--- src/rtl/lc3_writeback_stage.sv ---
// ---------------------------------------------------------------------------
// lc3_writeback_stage
//
// Writeback stage of an LC-3 style pipeline: holds the 8-entry register file
// (R0-R7) and the condition-code register psr {N,Z,P}, and provides two
// registered read ports.
//
// Ports
//   clock            : single clock, all state changes on the rising edge
//   reset            : synchronous, active-high; clears all state
//   enable_writeback : qualifies a writeback this cycle
//   W_Control        : writeback source select 0=aluout 1=pcout 2=memout
//                      3=illegal (no write, wb_error pulse)
//   aluout/pcout/memout : candidate writeback sources
//   dr               : destination register index
//   sr1/sr2          : read port indices
//   d1/d2            : registered read data, one-cycle latency, with bypass
//                      of a same-edge write
//   psr              : condition codes of the most recent legal write
//   wb_error         : one-cycle pulse after an illegal select was enabled
// ---------------------------------------------------------------------------
module lc3_writeback_stage #(
    parameter int DWIDTH = 16
) (
    input  logic              clock,
    input  logic              reset,
    input  logic              enable_writeback,
    input  logic [1:0]        W_Control,
    input  logic [DWIDTH-1:0] aluout,
    input  logic [DWIDTH-1:0] pcout,
    input  logic [DWIDTH-1:0] memout,
    input  logic [2:0]        dr,
    input  logic [2:0]        sr1,
    input  logic [2:0]        sr2,
    output logic [DWIDTH-1:0] d1,
    output logic [DWIDTH-1:0] d2,
    output logic [2:0]        psr,
    output logic              wb_error
);

    logic [DWIDTH-1:0] regs_q [8];
    logic [DWIDTH-1:0] regs_d [8];
    logic [DWIDTH-1:0] d1_q, d1_d;
    logic [DWIDTH-1:0] d2_q, d2_d;
    logic [2:0]        psr_q, psr_d;
    logic              wb_error_q, wb_error_d;

    logic [DWIDTH-1:0] wr_data;
    logic              wr_en;

    always_comb begin
        wr_data = aluout;
        case (W_Control)
            2'd0:    wr_data = aluout;
            2'd1:    wr_data = pcout;
            2'd2:    wr_data = memout;
            default: wr_data = aluout;
        endcase

        wr_en      = enable_writeback && (W_Control != 2'd3);
        wb_error_d = enable_writeback && (W_Control == 2'd3);

        regs_d = regs_q;
        psr_d  = psr_q;
        if (wr_en) begin
            regs_d[dr] = wr_data;
            if (wr_data[DWIDTH-1])
                psr_d = 3'b100;
            else if (wr_data == '0)
                psr_d = 3'b010;
            else
                psr_d = 3'b001;
        end

        // Reading the post-write image gives the same-edge bypass for free;
        // an illegal select never modifies regs_d, so no bypass occurs then.
        d1_d = regs_d[sr1];
        d2_d = regs_d[sr2];
    end

    always_ff @(posedge clock) begin
        if (reset) begin
            for (int i = 0; i < 8; i++) begin
                regs_q[i] <= '0;
            end
            d1_q       <= '0;
            d2_q       <= '0;
            psr_q      <= 3'b000;
            wb_error_q <= 1'b0;
        end else begin
            regs_q     <= regs_d;
            d1_q       <= d1_d;
            d2_q       <= d2_d;
            psr_q      <= psr_d;
            wb_error_q <= wb_error_d;
        end
    end

    assign d1       = d1_q;
    assign d2       = d2_q;
    assign psr      = psr_q;
    assign wb_error = wb_error_q;

endmodule

--- config.mk ---
export PLATFORM = sky130hd
export DESIGN_NAME = lc3_writeback_stage
export DESIGN_NICKNAME = d
export VERILOG_FILES = /design/src/rtl/lc3_writeback_stage.sv
export SDC_FILE = /design/constraint.sdc
export NUM_CORES = 1
export LEC_CHECK = 0
export ABC_AREA = 1
export BUFFER_PORTS_ARGS = -buffer_cell sky130_fd_sc_hd__buf_2
export CAP_MARGIN = 20
export CELL_PAD_IN_SITES_DETAIL_PLACEMENT = 0
export CELL_PAD_IN_SITES_GLOBAL_PLACEMENT = 1
export CORE_MARGIN = 5
export CORE_UTILIZATION = 37
export CTS_CLUSTER_SIZE = 30
export DETAILED_ROUTE_END_ITERATION = 7
export PLACE_DENSITY_LB_ADDON = 0.1
export SYNTH_ARGS = -nofsm -noshare
export SYNTH_HDL_FRONTEND = slang
export SYNTH_SLANG_ARGS = --single-unit
--- constraint.sdc ---
create_clock -name clock -period 2.2 [get_ports clock]
set_clock_uncertainty 0.1 [all_clocks]
set_input_delay 0.44 -clock clock [delete_from_list [all_inputs] [get_ports clock]]
set_output_delay 0.44 -clock clock [all_outputs]
set_load 0.02 [all_outputs]
# After elaboration in Yosys (flattened, before gate mapping)
# Index checks and enable logic that the tools add are counted.
word_totals:
  ff_bits: 164
  in_bits: 62
classes:
  order_cmp: 4
  n_eq_ne: 4
  n_mux: 13
  bitwise_logic: 3
  reduce_logical: 4
op_table:
  columns: ["op", "count"]
  rows:
  - ["bitwise mux 128 bit", 1]
  - ["2-to-1 mux 128 bit", 1]
  - ["binary-select mux 16 bit (select 3 bit)", 2]
  - ["2-to-1 mux 16 bit", 5]
  - ["demux 16 bit (select 3 bit)", 1]
  - ["case mux 16 bit (2 select lines)", 1]
  - ["logical NOT 16 bit", 1]
  - ["greater-or-equal comparator 4 bit (second input constant)", 3]
  - ["inverter 3 -> 4 bit", 3]
  - ["equality test 2 bit (second input constant)", 2]
  - ["< comparator 4 x 1 -> 1 bit (second input constant)", 1]
  - ["logical AND 1 bit", 3]
  - ["2-to-1 mux 3 bit", 1]
  - ["equality test 2 x 1 -> 1 bit (second input constant)", 1]
  - ["2-to-1 mux 2 bit", 1]
  - ["inequality test 2 bit (second input constant)", 1]

# Longest topological paths before layout
# Gate-level depths: netlist (run 1).
logic_depth:
  ltp_word: 10
  depth_mapped: 14

# Worst setup path before layout (run 1)
# OpenSTA, ideal clock, no wires.
synth_timing:
  path_kind: "input to register"
  from: "in W_Control[0]"
  to: "reg d2_q[14] (netlist: d2[14])"
  setup_ns: 0.113
  arrival_ns: 1.908
  slack_ns: 0.079
  stages: 13
  path_cell_list: "inv_1 -> ha_1 -> inv_2 -> clkbuf_1 -> or2_2 -> nand2_1 -> nand2_1 -> nand2_1 -> nand2_1 -> nand3_1 -> nand2_1 -> nor2_1 -> nor2_1"
synth_via:
  elab_chain_cells: 7
  elab_cells_between_ends: 10
  classes_between: "eq/ne: 3; mux: 6; reduce/logical: 1"
synth_rtl:
  columns: ["element", "line_no", "text"]
  rows:
  - ["start, declared", "28", "input logic [1:0] W_Control,"]
  - ["equality test 2 bit or equality test 2 x 1 -> 1 bit (tied branches)", "53", "case (W_Control)"]
  - ["case mux 16 bit (2 select lines)", "53", null]
  - ["bitwise mux 128 bit", "66", "regs_d[dr] = wr_data;"]
  - ["2-to-1 mux 128 bit (*)", "65", "if (wr_en) begin"]
  - ["binary-select mux 16 bit (select 3 bit) (*)", "78", "d2_d = regs_d[sr2];"]
  - ["2-to-1 mux 16 bit (implied by the code) (*) (2 in a row)", "78", null]
  - ["end signal, assigned", "87", "d2_q <= '0;"]
  - ["end signal, assigned", "93", "d2_q <= d2_d;"]
  - ["end, declared", "44", "logic [DWIDTH-1:0] d2_q, d2_d;"]
# Mark *: on every way between the ends. The rest lies on a longest branch, timed or not. The select of a mux whose other input is x is not followed.
# A chain may end at the register's enable or synchronous reset.

# Final worst setup path (run 1)
layout_timing:
  from: "in W_Control[0]"
  to: "reg d1_q[6] (netlist: d1[6])"
layout_via:
  elab_chain_cells: 7
  elab_cells_between_ends: 10
  classes_between: "eq/ne: 3; mux: 6; reduce/logical: 1"
layout_rtl:
  columns: ["element", "line_no", "text"]
  rows:
  - ["equality test 2 bit or equality test 2 x 1 -> 1 bit (tied branches)", "53", null]
  - ["case mux 16 bit (2 select lines)", "53", null]
  - ["bitwise mux 128 bit", "66", null]
  - ["2-to-1 mux 128 bit (*)", "65", null]
  - ["binary-select mux 16 bit (select 3 bit) (*)", "77", "d1_d = regs_d[sr1];"]
  - ["2-to-1 mux 16 bit (implied by the code) (*) (2 in a row)", "77", null]
  - ["end signal, assigned", "86", "d1_q <= '0;"]
  - ["end signal, assigned", "92", "d1_q <= d1_d;"]
  - ["end, declared", "43", "logic [DWIDTH-1:0] d1_q, d1_d;"]
# Marks and branches as above.

==> metrics.md, run 1 <==
| Metric | Value |
|---|---|
| Fin nets | 1902 |
| Routed WL | 36.60 mm |
| Clk sink count | 164 |
| Leading area contributor after synthesis | dfxtp_1 |
| Pin slew with the least headroom to its limit | 0.6795 ns |
| Final Util | 48.74% |
| Vias after detailed routing | 10560 |
| Port Buffers | 97 |
| Top-count cell post-synth | nand2_1 |
| Die H | 170.3 µm |
| CTS tree | yes |
| Crit end category | register |
| Worst min path class | primary input to register |
| CP Max Fanout | 6 |
| Ratio of cells with drive above 1 in the final layout | 20.34% |
| Number of remaining DRC errors | 0 |
| Total CTS buffers | 17 |
| Post-route ant nets | 0 |
| Tot GR Track Use | 25.52% |
| Setup violators final | 0 |
| Maximum clock rate | 489.5 MHz |
| Boundary Pins | 98 |
| Synth Register Bits | 164 |
| Predominant post-synthesis flop cell | dfxtp_1 |
| Pwr Density | 639.8 nW/µm² |
| Critical path data arrival time | 2.27 ns |
| EDFF count, synth | 0 |
| Slew margin rel. | 54.70% |
| GRT overflow | 0 |
| ANT cells | 0 |
| P_leak | 6.328 nW |
| Layout area overhead | 29.52% |
| Clk pin slew, worst setup/hold paths | 0.07 ns |
| Worst skew pair latency | 0.44 ns |
| Vias in the first global route | 9970 |
| Top post-synthesis cells by count | nand2_1 (724), nor2_1 (221), nand3_1 (182) |
| H-tree levels | 4 |
| Synth Instances | 1622 |
| Synth cell types | 30 |
| Synth Cell Area | 9503 µm² |
| Crit path launch type | primary input |
| Area contributors post-synth | dfxtp_1 (35%), nand2_1 (29%), nand3_1 (9.6%) |
| Root buf cell | clkbuf_16 |
| DIE AREA | 28990 µm² |
| CTS Hold Bufs | 0 |
| Initial DRC count | 677 |
| Slew Viols, Final | 0 |
| Outcome | finished clean |
| CTS Buffer Depth | 2 |
| Avg Cell Area, Syn | 5.859 µm² |
| Sequential element share of the synthesized area | 34.55% |
| Max Cap Violations | 0 |
| Finished Layout Cells | 2179 |
| WS Path Type | primary input to register |
| Filler Cells Inserted | 2718 |
| Num rows | 58 |
| Vias per cell | 4.846 |
| Initial antenna violation count | 0 |
| Total Neg Setup Slack | 0 ns |
| Syn_nets | 1687 |
| # resized after CTS | 0 |
| Hpwl dp | 23.88 mm |
| Fin crit share | 92.86% |
| Post-CTS setup buffers | 0 |
| Worst endpoint required time | 2.42 ns |
| Ys Warns | 0 |
| Largest net degree at the start of global routing | 132 |
| First-pass GRT wire length | 57.26 mm |
| Placer Congestion | 0.8005 |
| Yosys top cell area share | 34.55% |
| Core Region | 25250 µm² |
| Async SR Flop Fraction | 0% |
| Worst vdd ir | 421.7 µV |
| Hold Vio Cnt, Final | 0 |
| Die W | 170.3 µm |
| Min cycle time layout | 2.043 ns |
| Initial core utilization | 37.63% |
| TritonRoute pass-1 iters | 6 |
| Placed Instances | 2148 |
| Routed wire length per instance | 16.79 µm |
-- cells by family (layout without fill, tap and decap cells) --
family	Yosys count	after routing	synth area share [%]
simple gates	1191	1191	52.42
buf+inv	218	445	10.03
flops	164	164	34.55
compound gates	46	46	2.607
fa+ha+maj	3	3	0.3950
-- report_power, final --
part | internal [W] | total [W] | switching (W)
Sequential | 0.00309 | 0.00312 | 0.0000375
Combinational | 0.000636 | 0.00171 | 0.00107
Clock | 0.00174 | 0.00304 | 0.00130
Total | 0.00546 | 0.00787 | 0.00241
-- layer usage --
metal  vias to the layer above  part of all wire [%]  global-route usage (%)  routed length, µm
met1                      4858                    45                   33.40              16420
met4                         0                   2.6                   7.951                938
met5                         -                     0                       0                  0
li1                       5377                     -                       -                  -
met3                        53                   5.6                   4.181               2034
met2                       272                    47                   43.14              17200
-- worst max-delay path, stage by stage --
cell,delay [ns]
buf_2,0.11
buf_4,0.13
ha_1,0.27
inv_2,0.14
nand3_4,0.15
nor2_4,0.19
buf_12,0.15
buf_12,0.11
nand2_1,0.05
nand2_1,0.11
nand2_1,0.06
nand3_1,0.10
nand2_1,0.06
nor2_1,0.11
nor2_1,0.08
-- registers in the layout, summed over array words and instances, names as in the netlist --
register and cells:
d1 16, wb_error 1, psr 3, regs_q 128
d2 16
-- stage by stage --
step | setup WS [ns] | total power, W | hold slack (ns) | cell area, µm²
floorplan | 0.07886 | 0.004143 | 0.3777 | 9503
global placement | -0.3317 | 0.004879 | 0.3595 | 11700
detailed placement | -0.3873 | 0.004885 | 0.3645 | 11700
CTS | 0.06203 | 0.007929 | 0.2135 | 12280
global route | -0.001980 | 0.008265 | 0.2203 | 12310
finish | 0.1572 | 0.007874 | 0.2172 | 12310
-- cell type report --
| class | instances | area [µm²] | share of cell area [%] |
|---|---|---|---|
| Clock buffer | 21 | 460.4 | 3.741 |
| Multi-Input combinational cell | 1240 | 5289 | 42.97 |
| Clock inverter | 10 | 126.4 | 1.027 |
| Inverter | 129 | 486.7 | 3.954 |
| Timing Repair Buffer | 285 | 2250 | 18.28 |
| Tap cell | 330 | 412.9 | 3.355 |
| Sequential cell | 164 | 3283 | 26.67 |
-- cell usage in the layout, fill, tap and decap left out, types with 2 or more instances in the layout --
| cell | n |
|---|---|
| clkinvlp_4 | 2 |
| nor2_2 | 2 |
| nand3_4 | 6 |
| nand3_1 | 182 |
| nand2_2 | 14 |
| buf_2 | 96 |
| buf_4 | 161 |
| clkbuf_8 | 2 |
| inv_2 | 6 |
| a21oi_1 | 26 |
| nand2_1 | 721 |
| nand3_2 | 2 |
| o21ai_1 | 4 |
| clkbuf_16 | 17 |
| buf_12 | 28 |
| nand2_4 | 3 |
| nand4_1 | 2 |
| or2_2 | 20 |
| and2_1 | 8 |
| inv_1 | 122 |
| o21bai_1 | 6 |
| clkbuf_1 | 2 |
| nor2_4 | 7 |
| o21ai_0 | 9 |
| bufinv_16 | 2 |
| ha_1 | 3 |
| nor2_1 | 221 |
| clkinv_4 | 4 |
| dfxtp_1 | 164 |
-- final timing paths --
| kind | from | slack, ns | depth (start not counted) | endpoint |
|---|---|---|---|---|
| max | W_Control[0] | 0.16 | 15 | d1[6] |
| min | enable_writeback | 0.22 | 3 | wb_error |
| max reg2reg | regs_q[118] | 0.99 | 6 | d1[6] |
| min reg2reg | psr[0] | 0.37 | 2 | psr[0] |
(Power assumes the default switching activity.)
==> inputs of run 2 (changes only) <==
- CORE_MARGIN: 5 -> not set
- PLACE_DENSITY_LB_ADDON: 0.1 -> 0.12
==> run 2 against run 1 <==
Against the previous run:
- non-clock buffer count shrank 2
- worst hold slack gained 0.049 ns
- sequential share of layout area grew 0.076 points
- count of clock-buffer cells in the layout is the same
- critical endpoint is now d2[2]
==> metrics.md, run 2 (synthesized netlist as in run 1, its figures left out) <==
| Metric | Value |
|---|---|
| Setup WS post-layout | 0.1712 ns (+0.01402 ns) |
| CTS tree | yes |
| Slowest cell on crit path | ha_1 |
| WS Path Type | primary input to register |
| Worst Hold Path EP | wb_error |
| ANT cells | 0 (unchanged) |
| Pwr Density | 624.7 nW/µm² (-2.4%) |
| Commonest non-fill, non-tap cells in the layout | nand2_1 (723), nor2_1 (221), nand3_1 (181) |
| Min cycle time layout | 2.029 ns (-0.01402 ns) |
| Crit Reg-Reg Endpoint | d2[2] |
| Most common cell after layout, fill and taps aside | nand2_1 |
| Setup violators final | 0 (unchanged) |
| Tot GR Track Use | 28.37% (+2.9 points) |
| R2R depth | 6 (unchanged) |
| Port Buffers | 97 (unchanged) |
| Root buf cell | clkbuf_16 |
| Worst skew pair latency | 0.43 ns (about the same) |
| Place WS | -0.3501 ns (+0.03726 ns) |
| Most common cell on crit path | nor2_1 |
| Crit path launch type | primary input |
| Hold Vio Cnt, Final | 0 (unchanged) |
| Worst-path cell chain | buf_2 > buf_4 > ha_1 > inv_2 > nand3_4 > nor2_2 > buf_12 > buf_4 > or2_2 > a21oi_1 > nor2_1 > nor2_1 > nor2_1 |
| Slew Viols, Final | 0 (unchanged) |
| HP Start | enable_writeback |
| Largest net degree at the start of global routing | 132 (unchanged) |
| Initial DRC count | 724 (+6.9%) |
| WHS Path Cells | 3 (unchanged) |
| Ratio of cells with drive above 1 in the final layout | 20.05% (-0.28 points) |
| Fin nets | 1900 (-0.11%) |
| R2R setup slack | 0.99 ns (about the same) |
| Placer Congestion | 0.8061 (+0.70%) |
| Pin slew with the least headroom to its limit | 0.7239 ns (+0.04437 ns) |
| Layout area overhead | 29.15% |
| Total CTS buffers | 17 (unchanged) |
| GRT overflow | 0 (unchanged) |
| Worst min path class | primary input to register |
| First-pass GRT wire length | 56.61 mm (-1.1%) |
| Initial antenna violation count | 0 (unchanged) |
| Vias in the first global route | 9935 (-0.35%) |
| Worst vdd ir | 365.7 µV (-13%) |
| P_leak | 6.316 nW (-0.19%) |
| Worst stage delay on the critical path | 0.28 ns (about the same) |
| Max reg flops | 128 (unchanged) |
| Vias per cell | 4.835 (-0.22%) |
| Initial core utilization | 37.74% (+0.11 points) |
| CTS Buffer Depth | 2 (unchanged) |
| DIE AREA | 26330 µm² (-9.2%) |
| Post-CTS setup buffers | 0 (unchanged) |
| Core Region | 25180 µm² (-0.29%) |
| Clk sink count | 164 (unchanged) |
| Biggest register | regs_q |
| # resized after CTS | 0 (unchanged) |
| Num rows | 58 (unchanged) |
| Number of remaining DRC errors | 0 (unchanged) |
| Outcome | finished clean |
| Critical path data arrival time | 2.27 ns (about the same) |
| CP Max Fanout | 19 (+13) |
| Hpwl dp | 23.19 mm (-2.9%) |
| Worst endpoint required time | 2.44 ns (+0.02 ns) |
| Crit end category | register |
| H-tree levels | 4 (unchanged) |
| Routed WL | 36.25 mm (-0.94%) |
| TritonRoute pass-1 iters | 6 (unchanged) |
| Boundary Pins | 98 (unchanged) |
| Die W | 162.3 µm (-4.7%) |
| Routed wire length per instance | 16.67 µm (-0.76%) |
| Overall Power | 0.007667 W (-2.6%) |
| Post-route ant nets | 0 (unchanged) |
| CTS Hold Bufs | 0 (unchanged) |
| Crit path buffers/inverters | 5 (unchanged) |
| CP delay by family, top | simple AND/OR/NAND/NOR gates |
| Clk pin slew, worst setup/hold paths | 0.07 ns (about the same) |
| Maximum clock rate | 492.9 MHz (+0.69%) |
| Worst R2R Start | regs_q[114] |
| Fin crit share | 92.22% (-0.64 points) |
| Vias after detailed routing | 10517 (-0.41%) |
| Slew margin rel. | 51.74% (-3.0 points) |
| Max Cap Violations | 0 (unchanged) |
| Die H | 162.3 µm (-4.7%) |
| Unrepaired setup endpoints after global routing | false |
## run 2: cell count changes in the layout (fill, tap and decap cells not counted), sizes merged
cell,change
clkinv,-1
bufinv,-1
buf,-2
## run 2: through the flow
step	hold WS (ns)	instances	util [%]	instance area (µm²)	TNS, ns
after floorplan	0.3777	1622	-	9503	0
after global placement	0.3629	2146	46.59	11730	-13.88
after detailed placement	0.3735	2146	46.59	11730	-13.32
after CTS	0.2543	2175	48.70	12260	0
after global routing	0.2717	2175	48.74	12270	0
final	0.2662	2175	48.74	12270	0
## run 2: how the worst max path moves through the flow
| stage | start | end | slack, ns | depth (start not counted) |
|---|---|---|---|---|
| after floorplan | W_Control[0] | d2[14] | 0.08 | 13 |
| after global placement | W_Control[0] | d2[7] | -0.37 | 12 |
| after detailed placement | W_Control[0] | d2[7] | -0.35 | 12 |
| after CTS | W_Control[0] | d2[7] | 0.08 | 12 |
| after global routing | W_Control[0] | d1[14] | 0.02 | 13 |
| final | W_Control[0] | d2[2] | 0.17 | 13 |
## run 2: layer usage
metal	track usage (%)	share of wire [%]	vias to the layer above
li1	-	-	5362
met1	36.96	45	4793
met2	48.93	48	304
met3	2.809	4.8	58
met4	8.962	2.2	0
met5	0	0	-
## run 2: worst register-to-register path, delay by kind of cell (launching register included)
family / cells / cell delay (ns)
flops: 1 / 0.30
compound gates: 1 / 0.31
simple gates: 5 / 0.39
## run 2: final cells by class
type / count / area, µm²
Tap cell: 330 / 412.9
Sequential cell: 164 / 3283
Clock inverter: 8 / 81.33
Clock buffer: 21 / 450.4
Inverter: 129 / 486.7
Timing Repair Buffer: 283 / 2285
Multi-Input combinational cell: 1240 / 5274
Fill cell: 2688 / 12910
## run 2: power by group
group	internal, W	switching (W)	leakage, nW
Clock	0.00157	0.00126	0.255
Sequential	0.00309	0.0000371	1.34
Combinational	0.000639	0.00107	4.72
